[config.mk]
export PLATFORM = sky130hd
export DESIGN_NAME = outpass4_capture_fifo_flat
export DESIGN_NICKNAME = d
export VERILOG_FILES = /design/src/rtl/outpass4_capture_fifo_pkg.sv /design/src/rtl/outpass4_capture_fifo_if.sv /design/src/rtl/outpass4_capture_fifo_sync_fifo.sv /design/src/rtl/outpass4_capture_fifo.sv /design/src/flat_wrapper.sv
export SDC_FILE = /design/constraint.sdc
export NUM_CORES = 1
export LEC_CHECK = 0
export ABC_AREA = 1
export BUFFER_PORTS_ARGS = -buffer_cell sky130_fd_sc_hd__buf_2
export CAP_MARGIN = 0
export CORE_MARGIN = 2
export CORE_UTILIZATION = 40
export DETAILED_ROUTE_END_ITERATION = 8
export PLACE_DENSITY = 0.52
export SYNTH_ARGS = -nofsm -noshare
export SYNTH_HDL_FRONTEND = slang
export SYNTH_HIERARCHICAL = 1
export SYNTH_SLANG_ARGS = --single-unit
[constraint.sdc]
create_clock -name UserCLK -period 4.05 [get_ports UserCLK]
set_input_delay 0.2025 -clock UserCLK [delete_from_list [all_inputs] [get_ports UserCLK]]
set_output_delay 0.2025 -clock UserCLK [all_outputs]
set_load 0.1 [all_outputs]
[src/rtl/outpass4_capture_fifo_pkg.sv]
// Shared constants for the OutPass capture buffer: capture modes, trigger FSM
// states and the stored entry width.
package outpass_capture_pkg;

    localparam logic [1:0] MODE_OFF  = 2'b00;
    localparam logic [1:0] MODE_ALL  = 2'b01;
    localparam logic [1:0] MODE_CHG  = 2'b10;
    localparam logic [1:0] MODE_TRIG = 2'b11;

    typedef enum logic [1:0] {
        ST_IDLE    = 2'd0,
        ST_ARMED   = 2'd1,
        ST_CAPTURE = 2'd2,
        ST_DONE    = 2'd3
    } trig_state_t;

    // Each entry is {timestamp, nibble}.
    function automatic int entry_width(input int ts_width);
        return ts_width + 4;
    endfunction

endpackage

[src/rtl/outpass4_capture_fifo_if.sv]
// Valid/ready read port of the capture buffer; the buffer drives as master,
// the host/debug consumer attaches as slave.
interface outpass4_capture_fifo_if #(
    parameter int WIDTH = 16
);
    logic             m_valid;
    logic             m_ready;
    logic [WIDTH-1:0] m_data;

    modport master (output m_valid, output m_data, input m_ready);
    modport slave  (input m_valid, input m_data, output m_ready);
endinterface

[src/rtl/outpass4_capture_fifo_sync_fifo.sv]
// Single-clock FIFO with occupancy count; push while full is accepted only
// when a pop happens in the same cycle.
module capture_sync_fifo #(
    parameter int DEPTH = 16,
    parameter int WIDTH = 16
) (
    input  logic                       i_clk,
    input  logic                       i_rst,
    input  logic                       i_push,
    input  logic                       i_pop,
    input  logic [WIDTH-1:0]           i_din,
    output logic [WIDTH-1:0]           o_dout,
    output logic                       o_full,
    output logic                       o_empty,
    output logic [$clog2(DEPTH):0]     o_count
);
    localparam int AW = $clog2(DEPTH);
    localparam logic [AW:0] FULL_CNT = (AW+1)'(DEPTH);

    logic [WIDTH-1:0] r_mem [DEPTH];
    logic [AW-1:0]    r_wptr;
    logic [AW-1:0]    r_rptr;
    logic [AW:0]      r_count;
    logic             w_push;
    logic             w_pop;

    assign o_empty = (r_count == '0);
    assign o_full  = (r_count == FULL_CNT);
    assign w_pop   = i_pop & ~o_empty;
    assign w_push  = i_push & (~o_full | w_pop);

    always_ff @(posedge i_clk) begin
        if (i_rst) begin
            r_wptr  <= '0;
            r_rptr  <= '0;
            r_count <= '0;
        end else begin
            if (w_push) r_wptr <= r_wptr + AW'(1);
            if (w_pop)  r_rptr <= r_rptr + AW'(1);
            case ({w_push, w_pop})
                2'b10:   r_count <= r_count + (AW+1)'(1);
                2'b01:   r_count <= r_count - (AW+1)'(1);
                default: r_count <= r_count;
            endcase
        end
    end

    // Storage is not reset; the read port is forced to zero while empty.
    always_ff @(posedge i_clk) begin
        if (w_push) r_mem[r_wptr] <= i_din;
    end

    assign o_dout  = o_empty ? '0 : r_mem[r_rptr];
    assign o_count = r_count;

endmodule

[src/rtl/outpass4_capture_fifo.sv]
// Captures the OutPass O3..O0 nibble with a free-running timestamp into a
// FIFO, under off / every-cycle / on-change / pattern-trigger modes.
module outpass4_capture_fifo
    import outpass_capture_pkg::*;
#(
    parameter int DEPTH    = 16,
    parameter int TS_WIDTH = 12
) (
    input  logic                      UserCLK,
    input  logic                      RST,
    input  logic [3:0]                O_in,
    input  logic [1:0]                Mode,
    input  logic [3:0]                TrigPattern,
    input  logic [3:0]                TrigMask,
    input  logic                      Arm,
    input  logic                      ClearOvf,
    outpass4_capture_fifo_if.master   m_if,
    output logic [$clog2(DEPTH):0]    Level,
    output logic                      Overflow,
    output logic                      Triggered
);
    localparam int EW = entry_width(TS_WIDTH);
    localparam int LW = $clog2(DEPTH) + 1;
    localparam logic [LW-1:0] LAST_CNT = LW'(DEPTH - 1);

    logic [3:0]          r_s_q;
    logic [3:0]          r_s_prev;
    logic [1:0]          r_mode_q;
    logic                r_first;
    logic [TS_WIDTH-1:0] r_ts;
    trig_state_t         r_state;
    trig_state_t         w_state_nxt;
    logic [LW-1:0]       r_cap_cnt;
    logic [LW-1:0]       w_cap_cnt_nxt;
    logic                r_ovf;
    logic                r_trig;
    logic                w_trig_nxt;
    logic                w_match;
    logic                w_cap;
    logic                w_push;
    logic                w_pop;
    logic                w_drop;
    logic                w_full;
    logic                w_empty;
    logic [EW-1:0]       w_dout;
    logic [LW-1:0]       w_level;

    // Mode is registered with the sample so every decision sees the mode
    // that was in force when that sample was taken.
    always_ff @(posedge UserCLK) begin
        if (RST) begin
            r_s_q    <= '0;
            r_s_prev <= '0;
            r_mode_q <= MODE_OFF;
            r_first  <= 1'b1;
            r_ts     <= '0;
        end else begin
            r_s_q    <= O_in;
            r_s_prev <= r_s_q;
            r_mode_q <= Mode;
            if (Mode != r_mode_q)
                r_first <= 1'b1;
            else if (r_mode_q == MODE_CHG)
                r_first <= 1'b0;
            r_ts <= r_ts + TS_WIDTH'(1);
        end
    end

    assign w_match = (((r_s_q ^ TrigPattern) & TrigMask) == 4'b0000);
    assign w_pop   = ~w_empty & m_if.m_ready;

    always_comb begin
        w_cap = 1'b0;
        case (r_mode_q)
            MODE_ALL:  w_cap = 1'b1;
            MODE_CHG:  w_cap = (r_s_q != r_s_prev) | r_first;
            MODE_TRIG: w_cap = (r_state == ST_CAPTURE) | ((r_state == ST_ARMED) & w_match);
            default:   w_cap = 1'b0;
        endcase
    end

    assign w_push = w_cap & (~w_full | w_pop);
    assign w_drop = w_cap & w_full & ~w_pop;

    // The matching sample counts as the first of the DEPTH captured entries.
    always_comb begin
        w_state_nxt   = r_state;
        w_cap_cnt_nxt = r_cap_cnt;
        w_trig_nxt    = r_trig;
        if (r_mode_q != MODE_TRIG) begin
            w_state_nxt = ST_IDLE;
        end else begin
            case (r_state)
                ST_IDLE, ST_DONE: begin
                    if (Arm) begin
                        w_state_nxt   = ST_ARMED;
                        w_trig_nxt    = 1'b0;
                        w_cap_cnt_nxt = '0;
                    end
                end
                ST_ARMED, ST_CAPTURE: begin
                    if (w_cap) begin
                        if (w_drop || (r_cap_cnt == LAST_CNT)) begin
                            w_state_nxt = ST_DONE;
                            w_trig_nxt  = 1'b1;
                        end else begin
                            w_state_nxt   = ST_CAPTURE;
                            w_cap_cnt_nxt = r_cap_cnt + LW'(1);
                        end
                    end
                end
                default: w_state_nxt = ST_IDLE;
            endcase
        end
    end

    always_ff @(posedge UserCLK) begin
        if (RST) begin
            r_state   <= ST_IDLE;
            r_cap_cnt <= '0;
            r_trig    <= 1'b0;
            r_ovf     <= 1'b0;
        end else begin
            r_state   <= w_state_nxt;
            r_cap_cnt <= w_cap_cnt_nxt;
            r_trig    <= w_trig_nxt;
            if (w_drop)
                r_ovf <= 1'b1;
            else if (ClearOvf)
                r_ovf <= 1'b0;
        end
    end

    capture_sync_fifo #(
        .DEPTH (DEPTH),
        .WIDTH (EW)
    ) u_fifo (
        .i_clk   (UserCLK),
        .i_rst   (RST),
        .i_push  (w_push),
        .i_pop   (w_pop),
        .i_din   ({r_ts, r_s_q}),
        .o_dout  (w_dout),
        .o_full  (w_full),
        .o_empty (w_empty),
        .o_count (w_level)
    );

    assign m_if.m_valid = ~w_empty;
    assign m_if.m_data  = w_dout;
    assign Level        = w_level;
    assign Overflow     = r_ovf;
    assign Triggered    = r_trig;

endmodule

[src/flat_wrapper.sv]
// flat-port wrapper written by rule: the top's interface ports become plain ports
module outpass4_capture_fifo_flat import outpass_capture_pkg::*;
#(
    parameter int DEPTH    = 16,
    parameter int TS_WIDTH = 12
)
  (UserCLK, RST, O_in, Mode, TrigPattern, TrigMask, Arm, ClearOvf, Level, Overflow, Triggered, m_if_m_valid, m_if_m_data, m_if_m_ready);
  outpass4_capture_fifo_if #(.WIDTH((12) + 4)) m_if_i ();
  input  logic UserCLK;
  input  logic RST;
  input  logic [3:0] O_in;
  input  logic [1:0] Mode;
  input  logic [3:0] TrigPattern;
  input  logic [3:0] TrigMask;
  input  logic Arm;
  input  logic ClearOvf;
  output logic [$clog2(DEPTH):0] Level;
  output logic Overflow;
  output logic Triggered;
  output wire logic [$bits(m_if_i.m_valid)-1:0] m_if_m_valid;
  output wire logic [$bits(m_if_i.m_data)-1:0] m_if_m_data;
  input wire logic [$bits(m_if_i.m_ready)-1:0] m_if_m_ready;
  assign m_if_m_valid = m_if_i.m_valid;
  assign m_if_m_data = m_if_i.m_data;
  assign m_if_i.m_ready = m_if_m_ready;
  outpass4_capture_fifo #(.DEPTH(DEPTH), .TS_WIDTH(TS_WIDTH)) u_core (.UserCLK(UserCLK), .RST(RST), .O_in(O_in), .Mode(Mode), .TrigPattern(TrigPattern), .TrigMask(TrigMask), .Arm(Arm), .ClearOvf(ClearOvf), .m_if(m_if_i), .Level(Level), .Overflow(Overflow), .Triggered(Triggered));
endmodule
==> impl_metrics.json <==
{
  "rows": 65,
  "holdCritPathClass": "input pin to flop",
  "ant_nets": 0,
  "finalNetCount": 1262,
  "yosysMostFrequentCell": "nand2_1",
  "whs_ns": 0.06991,
  "cts_root_buf": "clkbuf_16",
  "syn_avg_cell_area_sq_um": 10.85,
  "overflow": 0,
  "core_sq_um": 31390,
  "postCtsSetupBuffers": 0,
  "rsz0062_at_grt": "false",
  "fillers": 2908,
  "setup_slack_ns": 0.7844,
  "track_usage_pct": 19.76,
  "yosysTopAreaCell": "edfxtp_1",
  "fin_crit_sh_pct": 80.63,
  "ys_top_cells_by_area": "edfxtp_1 (61%), nand2_1 (9.8%), dfxtp_1 (7.7%)",
  "power_switching_mw": 4.212,
  "yosysTopAreaCellShare_pct": 60.70,
  "path_max_fanout": 44,
  "ys_async_sr_fraction_pct": 0,
  "routed_wl_um": 32210,
  "num_io_pins": 43,
  "synth-main-ff-cell": "edfxtp_1",
  "seq_area_frac_synth_pct": 68.44,
  "fin_skew_ns": 0.01488,
  "power_mw": 10.17,
  "gp_congestion": 0.7837,
  "ctsHoldBuffers": 7,
  "vias": 8547,
  "start_util_pct": 40.34,
  "firstDrtPassIters": 5,
  "hold_viol_final": 0,
  "ys_warn_count": 6,
  "cts_resized": 0,
  "drcViolationCount": 0,
  "clk_pin_slew_ns": 0.06,
  "cap_violations": 0,
  "syn_nets": 1200,
  "status": "completed",
  "p_seq_share_pct": 35.6,
  "hpwl_um": 18800,
  "netlist_top_cells_count": "nand2_1 (331), edfxtp_1 (256), nand3_1 (147)",
  "finalSetupViolCount": 0,
  "h-tree-depth": 2,
  "place_ws_ns": 0.8036,
  "ys_ff_latch": 305,
  "netlist_area_sq_um": 12660,
  "cp.required_ns": 3.85,
  "swShare_pct": 41.40,
  "combPwrFrac_pct": 35.2,
  "die_area_sq_um": 33100,
  "area_growth_pct": 14.69,
  "synth_edf_count": 256,
  "grt_pass1_wl_um": 49680,
  "clock.fmax_mhz": 306.2,
  "io_buffers": 42,
  "grt_pass1_vias": 8265,
  "cp.arrival_ns": 3.06,
  "tightest_slew_ns": 1.130,
  "period_needed_ns": 3.266,
  "tns_ns": 0,
  "die_h_um": 181.9,
  "power_frac_clock_pct": 29.1,
  "drive_gt1_share_pct": 13.11,
  "antenna_found_initial": 0,
  "critical_path_class": "flop to output pin",
  "clk_latency_ns": 0.51,
  "cts_tree": "yes",
  "cts_made_buffers": 35,
  "syn_inst": 1167,
  "grt_max_degree": 58,
  "wl_per_cell_um": 19.47,
  "start_kind": "flop",
  "slew_viol_final": 0,
  "die_w_um": 181.9,
  "drt_iter0_drc": 646,
  "ir_worst_vdd_v": 0.0005399,
  "cts.sink_count": 305,
  "clk_path_buf_depth": 3,
  "vias_per_cell": 5.167,
  "p_leak_nw": 5.557,
  "endpoint_kind": "output pin",
  "cell_internal_pwr_mw": 5.963,
  "relSlewSlack_pct": 24.58,
  "synth.distinct_cells": 40,
  "p_per_area_nw_per_um2": 700.5
}
[power by group through the flow]
stage	clock, mW	sequential [mW]	combinational, mW
global placement	0	3.69	3.62
floorplan	0	3.76	2.71
global route	3.15	3.64	3.86
finish	2.96	3.63	3.58
CTS	3.04	3.63	3.63
detailed placement	0	3.69	3.61
[state kept, by name, summed over array words and instances (netlist names), named ones only]
name,flops
u_core/u_fifo/r_mem,256
u_core/r_ts,12
u_core/r_cap_cnt,5
u_core/u_fifo/o_count,5
u_core/r_s_prev,4
u_core/r_s_q,4
u_core/u_fifo/r_rptr,4
u_core/u_fifo/r_wptr,4
u_core/r_mode_q,2
u_core/r_state,2
u_core/Overflow,1
u_core/Triggered,1
u_core/r_first,1
[layout make-up]
type	instances	area [sq um]	share of cell area, %
Timing Repair Buffer	80	525.5	3.618
Clock inverter	16	98.84	0.6805
Antenna cell	1	2.502	0.01723
Multi-Input combinational cell	747	3516	24.21
Sequential cell	305	8673	59.71
Inverter	60	227.7	1.568
Clock buffer	43	978.4	6.736
Tap cell	402	503.0	3.463
[through the flow]
step                      util [%]  cell area, sq um  std cells
after floorplan                  -             12660       1167
after global placement       42.61             13380       1587
after detailed placement     42.61             13380       1587
after CTS                    46.26             14520       1653
after global routing         46.26             14520       1653
final                        46.27             14530       1654
[layer usage]
metal	track usage [%]	wire length, um	up-vias
met1	28.18	14720	4136
met2	31.52	15030	219
met4	5.806	694	0
li1	-	-	4147
met3	2.948	1771	45
met5	0	0	-
[cells in the final DEF (no fill, tap or decap), types with 2 or more instances in the layout]
| master | count |
|---|---|
| nand2_1 | 331 |
| nand4_1 | 5 |
| o21ai_0 | 33 |
| xor2_1 | 4 |
| ha_1 | 13 |
| dlygate4sd3_1 | 7 |
| nand3_1 | 147 |
| nor2_2 | 18 |
| inv_2 | 5 |
| buf_4 | 30 |
| dfxtp_1 | 47 |
| nor3_1 | 3 |
| inv_1 | 52 |
| clkinv_2 | 6 |
| nor2_1 | 75 |
| nand2_2 | 5 |
| or2_2 | 3 |
| o31ai_1 | 16 |
| edfxtp_1 | 256 |
| buf_2 | 42 |
| clkinv_1 | 10 |
| nand3_2 | 2 |
| clkbuf_16 | 37 |
| a21oi_2 | 2 |
| clkbuf_1 | 3 |
| clkbuf_8 | 3 |
| a21oi_1 | 75 |
[worst max-delay path, stage by stage (launching register included)]
cell	delay (ns)
dfxtp_2	0.34
buf_4	0.44
buf_4	0.55
o21ai_0	0.16
nor2_1	0.13
o31ai_1	0.13
a21oi_1	0.28
buf_2	0.49
[worst paths after layout]
path / start / to / slack, ns / cells past startpoint
max: flop / m_if_m_data[13] / 0.78 / 7
min: Arm / u_core/r_state[1] / 0.07 / 4
max reg2reg: u_core/r_s_q[1] / u_core/u_fifo/r_mem[5][4] / 0.88 / 12
min reg2reg: u_core/Triggered / u_core/Triggered / 0.45 / 2
[cell families after synthesis]
logic type                 after synthesis  synth area share, %
and+or+nand+nor                        594                19.77
DFF                                    305                68.44
AOI/OAI and AO/OA                      134                5.888
buffers and inverters                  115                4.110
adders and majority gates               14                1.442
xor gates and xnor gates                 5               0.3458
Note: power is estimated with default switching activity, not from simulation.
